===== src/rtl/spi_slave_obi_plug_mc_if.sv =====
// OBI master port plus SPI-side streaming signals of the SPI slave plug.
// master: plug view, slave: SPI core / OBI fabric view.
interface spi_slave_obi_plug_mc_if #(
  parameter int AW = 32,
  parameter int DW = 32
);
  logic            obi_master_req;
  logic            obi_master_gnt;
  logic [AW-1:0]   obi_master_addr;
  logic            obi_master_we;
  logic [DW/8-1:0] obi_master_be;
  logic [DW-1:0]   obi_master_w_data;
  logic            obi_master_r_valid;
  logic            obi_master_r_ready;
  logic [DW-1:0]   obi_master_r_data;
  logic [AW-1:0]   rxtx_addr;
  logic            rxtx_addr_valid;
  logic            start_tx;
  logic            cs;
  logic [DW-1:0]   tx_data;
  logic            tx_valid;
  logic            tx_ready;
  logic [DW-1:0]   rx_data;
  logic            rx_valid;
  logic            rx_ready;

  modport master (
    output obi_master_req, obi_master_addr, obi_master_we,
    output obi_master_be, obi_master_w_data, obi_master_r_ready,
    input  obi_master_gnt, obi_master_r_valid, obi_master_r_data,
    input  rxtx_addr, rxtx_addr_valid, start_tx, cs,
    output tx_data, tx_valid, rx_ready,
    input  tx_ready, rx_data, rx_valid
  );

  modport slave (
    input  obi_master_req, obi_master_addr, obi_master_we,
    input  obi_master_be, obi_master_w_data, obi_master_r_ready,
    output obi_master_gnt, obi_master_r_valid, obi_master_r_data,
    output rxtx_addr, rxtx_addr_valid, start_tx, cs,
    input  tx_data, tx_valid, rx_ready,
    output tx_ready, rx_data, rx_valid
  );
endinterface


===== src/rtl/spi_slave_obi_plug_mc.sv =====
// SPI slave to OBI bridge: single-outstanding OBI master with
// write buffer and a flushable read-prefetch FIFO.
module spi_slave_obi_plug_mc #(
  parameter int OBI_ADDR_WIDTH = 32,
  parameter int OBI_DATA_WIDTH = 32,
  parameter int PREFETCH_DEPTH = 2,
  parameter int ADDR_INCR_EN   = 1
) (
  input logic obi_aclk,
  input logic obi_aresetn,
  spi_slave_obi_plug_mc_if.master bus
);
  localparam int AW = OBI_ADDR_WIDTH;
  localparam int DW = OBI_DATA_WIDTH;
  localparam int PW = $clog2(PREFETCH_DEPTH);
  localparam logic [AW-1:0] INC = AW'(DW / 8);
  localparam logic [PW:0] FULL = (PW + 1)'(PREFETCH_DEPTH);

  typedef enum logic [2:0] {
    IDLE, WADDR, WRESP, RADDR, RRESP
  } state_t;

  state_t        r_state;
  logic          r_req;
  logic          r_we;
  logic          r_sess;
  logic          r_disc;
  logic [AW-1:0] r_ptr;
  logic [DW-1:0] r_wbuf;
  logic [DW-1:0] r_mem [PREFETCH_DEPTH];
  logic [PW-1:0] r_wp;
  logic [PW-1:0] r_rp;
  logic [PW:0]   r_cnt;

  logic w_gnt;
  logic w_resp;
  logic w_full;
  logic w_empty;
  logic w_push;
  logic w_pop;
  logic w_rd_ok;

  assign w_gnt   = r_req & bus.obi_master_gnt;
  assign w_resp  = (r_state == WRESP) || (r_state == RRESP);
  assign w_full  = (r_cnt == FULL);
  assign w_empty = (r_cnt == '0);
  assign w_push  = (r_state == RRESP) & bus.obi_master_r_valid
                 & ~r_disc & ~bus.cs;
  assign w_pop   = ~w_empty & bus.tx_ready;
  assign w_rd_ok = r_sess & ~bus.cs & ~w_full;

  assign bus.obi_master_req    = r_req;
  assign bus.obi_master_addr   = r_ptr;
  assign bus.obi_master_we     = r_we;
  assign bus.obi_master_be     = '1;
  assign bus.obi_master_w_data = r_wbuf;
  assign bus.obi_master_r_ready = w_resp & bus.obi_master_r_valid;
  assign bus.rx_ready = (r_state == IDLE) & bus.rx_valid & obi_aresetn;
  assign bus.tx_valid = ~w_empty;
  assign bus.tx_data  = r_mem[r_rp];

  always_ff @(posedge obi_aclk or negedge obi_aresetn) begin
    if (!obi_aresetn) begin
      r_state <= IDLE;
      r_req   <= 1'b0;
      r_we    <= 1'b0;
      r_disc  <= 1'b0;
      r_wbuf  <= '0;
    end else begin
      unique case (r_state)
        IDLE: begin
          if (bus.rx_valid) begin
            r_wbuf  <= bus.rx_data;
            r_state <= WADDR;
            r_req   <= 1'b1;
            r_we    <= 1'b1;
          end else if (w_rd_ok) begin
            r_state <= RADDR;
            r_req   <= 1'b1;
            r_we    <= 1'b0;
            r_disc  <= 1'b0;
          end
        end
        WADDR: if (bus.obi_master_gnt) begin
          r_state <= WRESP;
          r_req   <= 1'b0;
          r_we    <= 1'b0;
        end
        RADDR: if (bus.obi_master_gnt) begin
          r_state <= RRESP;
          r_req   <= 1'b0;
        end
        WRESP, RRESP: if (bus.obi_master_r_valid) r_state <= IDLE;
        default: r_state <= IDLE;
      endcase
      // deselect while a read is in flight turns its data stale
      if (bus.cs && (r_state == RADDR || r_state == RRESP))
        r_disc <= 1'b1;
    end
  end

  always_ff @(posedge obi_aclk or negedge obi_aresetn) begin
    if (!obi_aresetn) begin
      r_ptr  <= '0;
      r_sess <= 1'b0;
    end else begin
      if (bus.rxtx_addr_valid)
        r_ptr <= bus.rxtx_addr;
      else if (ADDR_INCR_EN != 0 && w_gnt)
        r_ptr <= r_ptr + INC;
      if (bus.cs)
        r_sess <= 1'b0;
      else if (bus.start_tx)
        r_sess <= 1'b1;
    end
  end

  always_ff @(posedge obi_aclk or negedge obi_aresetn) begin
    if (!obi_aresetn) begin
      for (int i = 0; i < PREFETCH_DEPTH; i++) r_mem[i] <= '0;
      r_wp  <= '0;
      r_rp  <= '0;
      r_cnt <= '0;
    end else if (bus.cs) begin
      r_wp  <= '0;
      r_rp  <= '0;
      r_cnt <= '0;
    end else begin
      if (w_push) begin
        r_mem[r_wp] <= bus.obi_master_r_data;
        r_wp        <= r_wp + 1'b1;
      end
      if (w_pop) r_rp <= r_rp + 1'b1;
      r_cnt <= r_cnt + (PW + 1)'(w_push) - (PW + 1)'(w_pop);
    end
  end
endmodule


===== src/flat_wrapper.sv =====
// flat-port wrapper written by rule: the top's interface ports become plain ports
module spi_slave_obi_plug_mc_flat 
#(
  parameter int OBI_ADDR_WIDTH = 32,
  parameter int OBI_DATA_WIDTH = 32,
  parameter int PREFETCH_DEPTH = 2,
  parameter int ADDR_INCR_EN   = 1
)
  (obi_aclk, obi_aresetn, bus_obi_master_req, bus_obi_master_addr, bus_obi_master_we, bus_obi_master_be, bus_obi_master_w_data, bus_obi_master_r_ready, bus_obi_master_gnt, bus_obi_master_r_valid, bus_obi_master_r_data, bus_rxtx_addr, bus_rxtx_addr_valid, bus_start_tx, bus_cs, bus_tx_data, bus_tx_valid, bus_rx_ready, bus_tx_ready, bus_rx_data, bus_rx_valid);
  spi_slave_obi_plug_mc_if #(.AW(32), .DW(32)) bus_i ();
  input logic obi_aclk;
  input logic obi_aresetn;
  output wire logic [$bits(bus_i.obi_master_req)-1:0] bus_obi_master_req;
  output wire logic [$bits(bus_i.obi_master_addr)-1:0] bus_obi_master_addr;
  output wire logic [$bits(bus_i.obi_master_we)-1:0] bus_obi_master_we;
  output wire logic [$bits(bus_i.obi_master_be)-1:0] bus_obi_master_be;
  output wire logic [$bits(bus_i.obi_master_w_data)-1:0] bus_obi_master_w_data;
  output wire logic [$bits(bus_i.obi_master_r_ready)-1:0] bus_obi_master_r_ready;
  input wire logic [$bits(bus_i.obi_master_gnt)-1:0] bus_obi_master_gnt;
  input wire logic [$bits(bus_i.obi_master_r_valid)-1:0] bus_obi_master_r_valid;
  input wire logic [$bits(bus_i.obi_master_r_data)-1:0] bus_obi_master_r_data;
  input wire logic [$bits(bus_i.rxtx_addr)-1:0] bus_rxtx_addr;
  input wire logic [$bits(bus_i.rxtx_addr_valid)-1:0] bus_rxtx_addr_valid;
  input wire logic [$bits(bus_i.start_tx)-1:0] bus_start_tx;
  input wire logic [$bits(bus_i.cs)-1:0] bus_cs;
  output wire logic [$bits(bus_i.tx_data)-1:0] bus_tx_data;
  output wire logic [$bits(bus_i.tx_valid)-1:0] bus_tx_valid;
  output wire logic [$bits(bus_i.rx_ready)-1:0] bus_rx_ready;
  input wire logic [$bits(bus_i.tx_ready)-1:0] bus_tx_ready;
  input wire logic [$bits(bus_i.rx_data)-1:0] bus_rx_data;
  input wire logic [$bits(bus_i.rx_valid)-1:0] bus_rx_valid;
  assign bus_obi_master_req = bus_i.obi_master_req;
  assign bus_obi_master_addr = bus_i.obi_master_addr;
  assign bus_obi_master_we = bus_i.obi_master_we;
  assign bus_obi_master_be = bus_i.obi_master_be;
  assign bus_obi_master_w_data = bus_i.obi_master_w_data;
  assign bus_obi_master_r_ready = bus_i.obi_master_r_ready;
  assign bus_i.obi_master_gnt = bus_obi_master_gnt;
  assign bus_i.obi_master_r_valid = bus_obi_master_r_valid;
  assign bus_i.obi_master_r_data = bus_obi_master_r_data;
  assign bus_i.rxtx_addr = bus_rxtx_addr;
  assign bus_i.rxtx_addr_valid = bus_rxtx_addr_valid;
  assign bus_i.start_tx = bus_start_tx;
  assign bus_i.cs = bus_cs;
  assign bus_tx_data = bus_i.tx_data;
  assign bus_tx_valid = bus_i.tx_valid;
  assign bus_rx_ready = bus_i.rx_ready;
  assign bus_i.tx_ready = bus_tx_ready;
  assign bus_i.rx_data = bus_rx_data;
  assign bus_i.rx_valid = bus_rx_valid;
  spi_slave_obi_plug_mc #(.OBI_ADDR_WIDTH(OBI_ADDR_WIDTH), .OBI_DATA_WIDTH(OBI_DATA_WIDTH), .PREFETCH_DEPTH(PREFETCH_DEPTH), .ADDR_INCR_EN(ADDR_INCR_EN)) u_core (.obi_aclk(obi_aclk), .obi_aresetn(obi_aresetn), .bus(bus_i));
endmodule

===== config.mk =====
export PLATFORM = sky130hd
export DESIGN_NAME = spi_slave_obi_plug_mc_flat
export DESIGN_NICKNAME = d
export VERILOG_FILES = /design/src/rtl/spi_slave_obi_plug_mc_if.sv /design/src/rtl/spi_slave_obi_plug_mc.sv /design/src/flat_wrapper.sv
export SDC_FILE = /design/constraint.sdc
export NUM_CORES = 1
export LEC_CHECK = 0
export ABC_AREA = 1
export BUFFER_PORTS_ARGS = -buffer_cell sky130_fd_sc_hd__buf_2
export CAP_MARGIN = 5
export CORE_MARGIN = 3
export CORE_UTILIZATION = 50
export DETAILED_ROUTE_END_ITERATION = 7
export PLACE_DENSITY = 0.78
export SKIP_CTS_REPAIR_TIMING = 1
export SLEW_MARGIN = 20
export SYNTH_ARGS = -nofsm -noshare
export SYNTH_HDL_FRONTEND = slang
export SYNTH_SLANG_ARGS = --single-unit

===== constraint.sdc =====
create_clock -name obi_aclk -period 2.2 [get_ports obi_aclk]
set_clock_uncertainty 0.05 [all_clocks]
set_input_delay 0.44 -clock obi_aclk [delete_from_list [all_inputs] [get_ports obi_aclk]]
set_output_delay 0.44 -clock obi_aclk [all_outputs]
set_load 0.005 [all_outputs]

# Word-level counts from Yosys, hierarchy flattened
# Index checks and enable logic that the tools add are counted.
[word_totals]
latch_bits = 0
romBits = 0
input_bits = 105
ff_bits = 139
mem_count = 0
mem_bits_rw = 0
output_inout_bits = 105
elab_cells = 100
[op_classes]
shift = 0
n_lt_le_gt_ge = 3
n_div = 0
n_reduce_logical = 22
eq_ne = 11
n_mux = 31
mul = 0
bitwise_logic = 16
addsub = 5
[ops]
columns = ["operator", "n"]
rows = [
  ["32-bit two-way mux", 6],
  ["64-bit bitwise mux", 1],
  ["32-bit by 3-bit adder with 32-bit output (second input constant)", 1],
  ["32-bit demux with 1-bit select", 1],
  ["2-bit nonzero test", 8],
  ["3-bit two-way mux", 5],
  ["1-bit two-way mux", 14],
  ["3-bit one-hot mux with 4 select lines", 1],
  ["1-bit AND", 10],
  ["3-bit AND reduction", 3],
  ["3-bit by 2-bit == test with 1-bit output (second input constant)", 2],
  ["2-bit != test (second input constant)", 3],
  ["2-bit >= comparator (second input constant)", 2],
  ["2-bit by 1-bit != test with 1-bit output (second input constant)", 2],
  ["1-bit inverter", 4],
  ["1-bit inverter with 2-bit output", 2],
  ["1-bit one-hot mux with 2 select lines", 2],
  ["2-bit AND reduction", 2],
  ["4-bit AND reduction", 1],
  ["2-bit OR reduction", 2],
  ["3-bit by 1-bit == test with 1-bit output (second input constant)", 1],
  ["3-bit == test (second input constant)", 1],
  ["3-bit zero test", 1],
  ["3-bit by 2-bit != test with 1-bit output (second input constant)", 1],
  ["9 further kinds", 12],
]

# Longest topological paths before layout
# Gate-level depths: netlist (run 1).
[depth]
depth_word = 7
depth_mapped = 10
mapped_depth_nobuf = 9

# Worst setup path before layout (run 1)
# OpenSTA, ideal clock, no wires.
[synth_path]
path_kind = "register to register"
from = "register u_core.r_cnt[1]"
to = "register u_core.r_cnt[1]"
stages_incl_launch_ff = 9
setup_ns = 0.118
period_less_slack_ns = 1.625
n_path_buf = 0
t_required_ns = 2.032
slack_ns = 0.575
arrival_ns = 1.457
path_cell_list = "dfrtp_1 or2_2 nand2_1 inv_1 ha_1 inv_1 ha_1 xor2_1 nor2_1"
[synth_between]
elab_chain_len = 5
elab_cells_between_ends = 6
cone_classes = "add/sub (2); mux (1); bitwise (2); reduce/logical (1)"
[synth_lines]
columns = ["element", "line_no", "rtl"]
rows = [
  ["start: declaration", "spi_slave_obi_plug_mc.sv:33", "logic [PW:0] r_cnt;"],
  ["start signal: assignment", "spi_slave_obi_plug_mc.sv:134", "r_cnt <= r_cnt + (PW + 1)'(w_push) - (PW + 1)'(w_pop);"],
  ["2-bit zero test", "spi_slave_obi_plug_mc.sv:46", "assign w_empty = (r_cnt == '0);"],
  ["1-bit inverter", "-", ""],
  ["via bus_tx_valid", "flat_wrapper.sv:27", "output wire logic [$bits(bus_i.tx_valid)-1:0] bus_tx_valid;"],
  ["1-bit AND", "spi_slave_obi_plug_mc.sv:49", "assign w_pop = ~w_empty & bus.tx_ready;"],
  ["2-bit by 1-bit subtractor with 2-bit output", "spi_slave_obi_plug_mc.sv:134", ""],
  ["2-bit two-way mux", "spi_slave_obi_plug_mc.sv:124", "end else if (bus.cs) begin"],
]
# The timed path passes the listed nets, and every way through them passes these cells.
# A chain may end at the register's enable or synchronous reset.

# Final worst setup path (run 1)
[layout_path]
from = "register u_core.r_state[1]"
to = "output port bus_rx_ready"
[layout_between]
elab_chain_len = 3
[layout_lines]
columns = ["element", "line_no", "rtl"]
rows = [
  ["start: declaration", "spi_slave_obi_plug_mc.sv:23", "state_t r_state;"],
  ["start signal: assignment", "spi_slave_obi_plug_mc.sv:64", "r_state <= IDLE;"],
  ["start signal: assignment", "spi_slave_obi_plug_mc.sv:74", "r_state <= WADDR;"],
  ["start signal: assignment", "spi_slave_obi_plug_mc.sv:78", "r_state <= RADDR;"],
  ["3-bit zero test", "spi_slave_obi_plug_mc.sv:58", "assign bus.rx_ready = (r_state == IDLE) & bus.rx_valid & obi_aresetn;"],
  ["1-bit AND (2 in series)", "spi_slave_obi_plug_mc.sv:58", ""],
  ["end: declaration", "flat_wrapper.sv:28", "output wire logic [$bits(bus_i.rx_ready)-1:0] bus_rx_ready;"],
]
# Every way passes these cells.

==> results.ini, run 1 <==
[placed_design]
dp_hpwl_um=12080
routabilityCongestion=0.9157
dpl_cell_area_mm2=0.008055
post-place-ws_ns=0.4454
io_buffers=205

[grt]
grt_pass1_vias=5791
use_met3_pct=5.993
busiest_layer=met2
grt_use_met2_pct=36.43
antenna_found_initial=0
grt-ovfl-total=0
grt_max_degree=76
grtUsageTotal_pct=22.53
grt_pass1_wl_um=27120
use_met1_pct=28.69

[final_layout]
drive_above_1_share_pct=29.80
num-nets-final=1153
utilization_pct=65.27
fill_cells=1157
syn2layout_area_growth_pct=26.51
antenna_cells=0
post-route-cell-area_mm2=0.008712

[critical_path]
cp_data_arrival_time_ns=1.60
reg2regPathDepth=10
critPathMaxStageDelay_ns=0.38
crit_buf_inv=2
required_ns=1.71
r2r_start=u_core.r_state[1]
end_kind=primary output
cpLargestDelayFamily=simple AND/OR/NAND/NOR gates
r2r-end=u_core.r_state[1]
crit_chain=inv_2 -> nand2_1 -> nor2_4 -> nand2_8 -> nor2_1 -> buf_2
r2r_slack_ns=0.42
critPathSlowestCell=dfrtp_1
crit_path_max_fanout=14
worstSetupStartpointType=register
path_class=register to primary output

[worst_hold_path]
hp-class=input port to register
hold_path_depth=3
min_from=bus_start_tx
hold_end=u_core.r_sess

[die]
boundaryPins=210
coreArea_mm2=0.01335
die_area_mm2=0.01522
start_util_pct=51.59
die_y_um=123.4
die_w_um=123.4
rows=42

[power_and_ir_drop]
clockPowerShare_pct=30.0
seq_power_share_pct=38.8
netSwitchingPower_mw=3.115
p_int_mw=6.566
leakage_nw=4.689
pwr-share-comb_pct=31.2
ir_drop_mv=0.7943
p_per_area_mw_per_mm2=1111
switching_share_pct=32.18

[timing]
hold_viol=0
slew_violations=0
fmax_ghz=0.4779
hold_slack_ns=0.1808
worst_slack_ns=0.1074
setup_viol=0
finalCriticalPeriod_ns=2.093
max_slew.worst_pin.slew_ns=0.5549
period_share_pct=95.12
max_slew_margin_pct=62.87

[route]
wl_per_cell_um=13.84
ant_nets=0
drtIter0Drc=485
dr.pass1.iters=5
avgViaCountPerCell=4.965
finalWirelength_um=17060
drc=0
vias=6122

[logic_synthesis]
synth_cells=837
synth_commonest_cells=303 x nand2_1, 139 x dfrtp_1, 88 x inv_1, 55 x o21ai_0, 52 x nor2_1
yosysTopAreaCell=dfrtp_1
ys_seq_elements=139
async_flop_share_pct=100.0
yosysMostFrequentCell=nand2_1
avgSynthCellArea_um2=8.228
synth_area_leaders=dfrtp_1 51%, nand2_1 17%, inv_1 4.8%
synth.distinct_cells=36
netlist.area_leader.share_pct=50.51
ys_seq_area_share_pct=50.51
synth_edf_count=0
ys.flop_type=dfrtp_1
syn-cell-area_mm2=0.006887
ys_warn_count=0

[clock_network]
cts.sinks=139
cts_buffers=17
cts_buffer_depth=2
clkTransAtPathRegs_ns=0.06
h-tree-depth=4
tritoncts=built
clk_latency_ns=0.42
clock-root-buffer=clkbuf_16

[run_status]
status=finished, final reports clean

[flow_run]
maxCapViolCount=0

per-layer routing:
layer  wire, µm  up-vias
li1           -     3041
met1       7153     2818
met2       8279      222
met3       1160       41
met4        469        0
met5          0        -
placed cells by master (no fill, tap or decap), types with 2 or more instances in the layout:
cell type / Yosys / routed
nand2_1: 303 / 302
buf_2: 3 / 204
dfrtp_1: 139 / 139
inv_1: 88 / 87
o21ai_0: 55 / 55
nor2_1: 52 / 52
nand3_1: 48 / 48
mux2_2: 28 / 28
o21ai_2: 22 / 22
clkbuf_16: 0 / 17
buf_4: 4 / 12
o21ai_1: 10 / 10
xor2_1: 8 / 8
o21bai_1: 6 / 6
o211ai_1: 6 / 6
inv_2: 3 / 4
mux2_4: 4 / 4
a21oi_1: 4 / 4
conb_1: 1 / 4
clkinv_4: 0 / 4
xnor2_1: 3 / 3
nor3_1: 3 / 3
ha_1: 3 / 3
bufinv_16: 0 / 3
buf_12: 0 / 3
clkinv_1: 2 / 2
nor2_4: 1 / 2
nand2_2: 1 / 2
a22o_1: 2 / 2
clkbuf_1: 19 / 2
clkbuf_8: 0 / 2
clkinv_2: 0 / 2
cell families (layout without fill, tap and decap cells):
kind of cell / after synthesis / in the layout / share of synthesized area [%]
xor+xnor: 11 / 11 / 1.399
simple gates: 415 / 415 / 24.09
compound gates: 108 / 108 / 9.720
mux: 32 / 32 / 5.451
buf+inv: 128 / 345 / 8.230
fa+ha+maj: 3 / 3 / 0.5451
flops: 139 / 139 / 50.51
other cells: 1 / 4 / 0.05445
how the worst max path moves through the flow:
stage                           start                               end  slack [ns]  cells after the start
floorplan             u_core.r_cnt[1]                   u_core.r_cnt[1]        0.57                      8
global placement    u_core.r_state[2]                      bus_rx_ready        0.45                      6
detailed placement  u_core.r_state[2]  u_core.bus.obi_master_w_data[25]        0.45                      6
CTS                 u_core.r_state[2]                      bus_rx_ready        0.01                      6
global route        u_core.r_state[1]                      bus_rx_ready      -0.006                      6
finish              u_core.r_state[1]                      bus_rx_ready        0.11                      6
per-stage QoR:
step	power (mW)	std cells	setup TNS, ns
after floorplan	5.458	840	0
after detailed placement	6.712	1197	0
after global placement	6.618	1197	0
final	9.681	1233	0
after CTS	9.660	1228	0
after global routing	10.30	1233	-0.005657
final cells by class:
| cell class | instances | area [µm²] | share of cell area [%] |
|---|---|---|---|
| timing repair buffer | 221 | 1192 | 13.69 |
| sequential | 139 | 3478 | 39.93 |
| inverter | 93 | 349.1 | 4.007 |
| clock buffer | 21 | 460.4 | 5.285 |
| multi-input combinational | 573 | 2869 | 32.93 |
| clock inverter | 10 | 142.6 | 1.637 |
| tap | 176 | 220.2 | 2.528 |
flip-flops by register name, summed over array words and instances (netlist names):
register,flops
u_core.bus.obi_master_addr,32
u_core.bus.obi_master_req,1
u_core.bus.obi_master_w_data,32
u_core.bus.obi_master_we,1
u_core.r_cnt,2
u_core.r_disc,1
u_core.r_mem,64
u_core.r_rp,1
u_core.r_sess,1
u_core.r_state,3
u_core.r_wp,1
power groups by stage:
stage | Sequential, mW | Clock [mW] | Combinational (mW)
6_report | 3.76 | 2.90 | 3.02
5_1_grt | 3.84 | 3.07 | 3.39
4_1_cts | 3.74 | 2.95 | 2.96
3_5_place_dp | 3.77 | 0 | 2.94
3_3_place_gp | 3.74 | 0 | 2.88
2_1_floorplan | 3.74 | 0 | 1.72
worst register-to-register path, stage by stage (launching register included):
cell and delay [ns]:
dfrtp_1 0.38, inv_2 0.11, nand2_1 0.12, nor2_4 0.21
buf_4 0.14, buf_4 0.10, nand2_1 0.05, nor2_1 0.20
nor2_1 0.14, nand2_1 0.07, o21ai_0 0.08
No activity file was read; power rests on OpenSTA's default activity.
==> run 2, diff against run 1 <==
--- a/config.mk
+++ b/config.mk
@@ -9,9 +9,9 @@
 export BUFFER_PORTS_ARGS = -buffer_cell sky130_fd_sc_hd__buf_2
 export CAP_MARGIN = 5
 export CORE_MARGIN = 3
-export CORE_UTILIZATION = 50
+export CORE_UTILIZATION = 37
 export DETAILED_ROUTE_END_ITERATION = 7
-export PLACE_DENSITY = 0.78
+export PLACE_DENSITY = 0.64
 export SKIP_CTS_REPAIR_TIMING = 1
 export SLEW_MARGIN = 20
 export SYNTH_ARGS = -nofsm -noshare
==> results.ini, run 2 (same netlist as run 1, synthesis figures left out) <==
[run_status]
status=finished, final reports clean

[grt]
grt_pass1_vias=5730
grt_max_degree=140
antenna_found_initial=0
grt_pass1_wl_um=28710
grtUsageTotal_pct=17.56
grt-ovfl-total=0

[final_layout]
regMostFlops=u_core.r_mem
fill_cells=1820
utilization_pct=48.28
fin_cells=1287
antenna_cells=0
largest_reg_flops=64
num-nets-final=1153
syn2layout_area_growth_pct=27.22
final_cell_mix=302 x nand2_1, 204 x buf_2, 139 x dfrtp_1
drive_above_1_share_pct=30.15
final_common_cell=nand2_1

[die]
start_util_pct=37.95
die_w_um=142.4
die_area_mm2=0.02028
coreArea_mm2=0.01815
rows=49
boundaryPins=210
die_y_um=142.4

[power_and_ir_drop]
ir_drop_mv=0.5417
p_per_area_mw_per_mm2=1096
switching_share_pct=34.26
pwr-share-comb_pct=31.0
netSwitchingPower_mw=3.290
seq_power_share_pct=38.9
leakage_nw=4.686
clockPowerShare_pct=30.2
p_int_mw=6.315

[clock_network]
clock-root-buffer=clkbuf_16
clkTransAtPathRegs_ns=0.07
tritoncts=built
cts_buffer_depth=2
cts.sinks=139
cts_buffers=17
h-tree-depth=4
clk_latency_ns=0.42

[critical_path]
crit_chain=inv_2 -> nand2_1 -> nor2_4 -> nand2_8 -> nor2_1 -> buf_2
r2r-end=u_core.r_cnt[1]
cp-startpoint=u_core.r_state[1]
path_class=register to primary output
r2r_slack_ns=0.44
worstSetupStartpointType=register
r2r_start=u_core.r_cnt[1]
crit_path_max_fanout=13
critPathMaxStageDelay_ns=0.38
required_ns=1.71
reg2regPathDepth=8
cp_data_arrival_time_ns=1.56
critPathSlowestCell=dfrtp_1
end_kind=primary output

[route]
dr.pass1.iters=5
drc=0
finalWirelength_um=17820
vias=5964
drtIter0Drc=388
wl_per_cell_um=13.85
avgViaCountPerCell=4.634
ant_nets=0

[timing]
fmax_ghz=0.4880
tns_ns=0
max_slew.worst_pin.slew_ns=0.7543
setup_viol=0
rsz0062_at_grt=false
finalCriticalPeriod_ns=2.049
slew_violations=0
hold_viol=0
period_share_pct=93.14
max_slew_margin_pct=49.71

[placed_design]
dp_hpwl_um=12630
dpl.cell_count=1254
io_buffers=205
routabilityCongestion=0.9063

[flow_run]
maxCapViolCount=0

[worst_hold_path]
hp-class=input port to async pin

run 2: cell count changes in the layout (fill, tap and decap cells not counted), sizes merged:
cell / previous run / this run
inv: 91 / 103
clkbuf: 21 / 17
clkinv: 8 / 3
bufinv: 3 / 1
buf: 220 / 221
dlygate4sd3: 1 / 0
run 2: layout make-up:
type / instances / area [µm²] / share of cell area (%)
multi-input cells: 573 / 2869 / 32.75
flip-flops and latches: 139 / 3478 / 39.70
well taps: 229 / 286.5 / 3.270
repair buffers: 221 / 1190 / 13.58
inverters: 93 / 349.1 / 3.985
clock inverters: 15 / 162.7 / 1.857
clock buffers: 17 / 425.4 / 4.856
run 2: per-layer routing:
layer	GRT usage, %	part of all wire, %	vias to the layer above
met5	0	0	-
met4	5.853	1.8	0
met3	3.629	4.9	25
met2	29.39	50	167
met1	22.83	44	2719
li1	-	-	3053
run 2: how the worst max path moves through the flow:
stage / to / slack [ns] / depth (start not counted)
6_report: bus_rx_ready / 0.15 / 6
5_1_grt: bus_rx_ready / 0.03 / 6
4_1_cts: bus_rx_ready / -0.005 / 6
3_5_place_dp: u_core.bus.obi_master_w_data[25] / 0.44 / 6
3_3_place_gp: bus_rx_ready / 0.46 / 6
2_1_floorplan: u_core.r_cnt[1] / 0.57 / 8
run 2: through the flow:
step / setup slack (ns) / hold WS (ns) / cell area, µm² / power, mW
2_1_floorplan: 0.5749 / 0.09441 / 6898 / 5.458
3_3_place_gp: 0.4551 / 0.4060 / 8152 / 6.673
3_5_place_dp: 0.4416 / 0.4051 / 8152 / 6.745
4_1_cts: -0.005095 / 0.1290 / 8740 / 9.698
5_1_grt: 0.02531 / 0.1557 / 8761 / 10.27
6_report: 0.1508 / 0.09619 / 8761 / 9.605
run 2: worst max-delay path: cells and delay by family, from the launching register on:
kind / cells / cell delay [ns]
simple gates: 4 / 0.54
flops: 1 / 0.38
buf+inv: 2 / 0.22
run 2: power groups by stage:
stage                     clock [mW]  sequential [mW]  combinational, mW
after detailed placement           0             3.76               2.98
after CTS                       2.98             3.73               3.00
final                           2.90             3.73               2.97
after floorplan                    0             3.74               1.72
after global routing            3.08             3.84               3.36
after global placement             0             3.75               2.92
==> run 3, diff against run 2 <==
--- a/config.mk
+++ b/config.mk
@@ -12,8 +12,10 @@
 export CORE_UTILIZATION = 37
 export DETAILED_ROUTE_END_ITERATION = 7
 export PLACE_DENSITY = 0.64
+export RECOVER_POWER = 50
 export SKIP_CTS_REPAIR_TIMING = 1
 export SLEW_MARGIN = 20
 export SYNTH_ARGS = -nofsm -noshare
 export SYNTH_HDL_FRONTEND = slang
 export SYNTH_SLANG_ARGS = --single-unit
+export TNS_END_PERCENT = 1
==> results.ini, run 3 (same netlist as run 1, synthesis figures left out) <==
[route]
ant_nets=0
vias=5983
finalWirelength_um=17860
avgViaCountPerCell=4.649
dr.pass1.iters=5
drtIter0Drc=344
drc=0
wl_per_cell_um=13.88

[critical_path]
r2r-end=u_core.r_cnt[1]
worstSetupStartpointType=register
end_kind=primary output
critPathMaxStageDelay_ns=0.38
crit_buf_inv=2
cpLargestDelayFamily=simple AND/OR/NAND/NOR gates
crit_path_max_fanout=13
path_class=register to primary output
r2r_slack_ns=0.44
crit_chain=inv_2 -> nand2_1 -> nor2_4 -> nand2_8 -> nor2_1 -> buf_2
r2r_start=u_core.r_cnt[1]
reg2regPathDepth=8
required_ns=1.71
cp_data_arrival_time_ns=1.55
critPathSlowestCell=dfrtp_1

[die]
rows=49
boundaryPins=210
die_y_um=142.4
coreArea_mm2=0.01815
start_util_pct=37.95
die_area_mm2=0.02028
die_w_um=142.4

[flow_run]
maxCapViolCount=1

[clock_network]
clkTransAtPathRegs_ns=0.07
cts_buffers=17
cts.sinks=139
clk_latency_ns=0.42
clock-root-buffer=clkbuf_16
h-tree-depth=4
tritoncts=built
cts_buffer_depth=2

[run_status]
violations=capacitance limit, slew limit
status=complete, but fails checks

[grt]
grt_pass1_vias=5730
grt-ovfl-total=0
grtUsageTotal_pct=17.56
antenna_found_initial=0
grt_max_degree=140
grt_pass1_wl_um=28710

[final_layout]
final_common_cell=nand2_1
syn2layout_area_growth_pct=26.14
drive_above_1_share_pct=27.13
antenna_cells=0
regMostFlops=u_core.r_mem
final_cell_mix=302 x nand2_1, 179 x buf_2, 139 x dfrtp_1
largest_reg_flops=64
num-nets-final=1153
utilization_pct=47.87

[power_and_ir_drop]
leakage_nw=4.578
p_per_area_mw_per_mm2=1094
ir_drop_mv=0.5400

[worst_hold_path]
hold_path_depth=3
min_from=bus_rxtx_addr[0]
hp-class=input port to register
hold_end=u_core.bus.obi_master_addr[0]

[timing]
hold_slack_ns=0.1756
period_share_pct=92.51
setup_viol=0
hold_viol=0
finalCriticalPeriod_ns=2.035
rsz0062_at_grt=false
max_slew_margin_pct=-18.28
max_slew.worst_pin.slew_ns=1.774
slew_violations=140
worst_slack_ns=0.1647
fmax_ghz=0.4913

[placed_design]
post-place-ws_ns=0.4416
dp_hpwl_um=12630
routabilityCongestion=0.9063
io_buffers=205

[run 3: final cells by class]
type,count,area (µm²)
fillers,1836,9460
flip-flops and latches,139,3478
multi-input cells,573,2854
repair buffers,221,1131
clock buffers,17,425.4
inverters,93,349.1
well taps,229,286.5
clock inverters,15,162.7
[run 3: per-layer routing]
layer  routed length, µm  vias to the layer above  global-route usage [%]
li1                    -                     3049                       -
met1                7839                     2743                   22.83
met2                8843                      166                   29.39
met3                 864                       25                   3.629
met4                 313                        0                   5.853
met5                   0                        -                       0
[run 3: worst max-delay path by stage]
| stage | slack (ns) | end | from | depth (start not counted) |
|---|---|---|---|---|
| 2_1_floorplan | 0.57 | u_core.r_cnt[1] | u_core.r_cnt[1] | 8 |
| 3_3_place_gp | 0.46 | bus_rx_ready | u_core.r_state[2] | 6 |
| 3_5_place_dp | 0.44 | u_core.bus.obi_master_w_data[25] | u_core.r_state[2] | 6 |
| 4_1_cts | -0.005 | bus_rx_ready | u_core.r_state[2] | 6 |
| 5_1_grt | 0.04 | u_core.bus.obi_master_addr[13] | obi_aresetn | 2 |
| 6_report | 0.16 | bus_rx_ready | u_core.r_state[1] | 6 |
[run 3: power by group]
group	total, mW	internal (mW)	switching, mW
combinational	2.86	1.32	1.54
clock	2.90	1.62	1.28
sequential	3.74	3.26	0.476
total	9.50	6.20	3.30
[run 3: worst min-delay path: stages]
cell and delay [ns]:
buf_2 0.08, nand2_1 0.04, nand2_1 0.05
[run 3: metrics by stage]
step                      setup TNS (ns)  instance area [µm²]  power (mW)  instances
after floorplan                        0                 6898       5.458        840
after global placement                 0                 8152       6.673       1254
after detailed placement               0                 8152       6.745       1254
after CTS                      -0.005095                 8740       9.698       1286
after global routing                   0                 8687       10.16       1287
final                                  0                 8687       9.502       1287
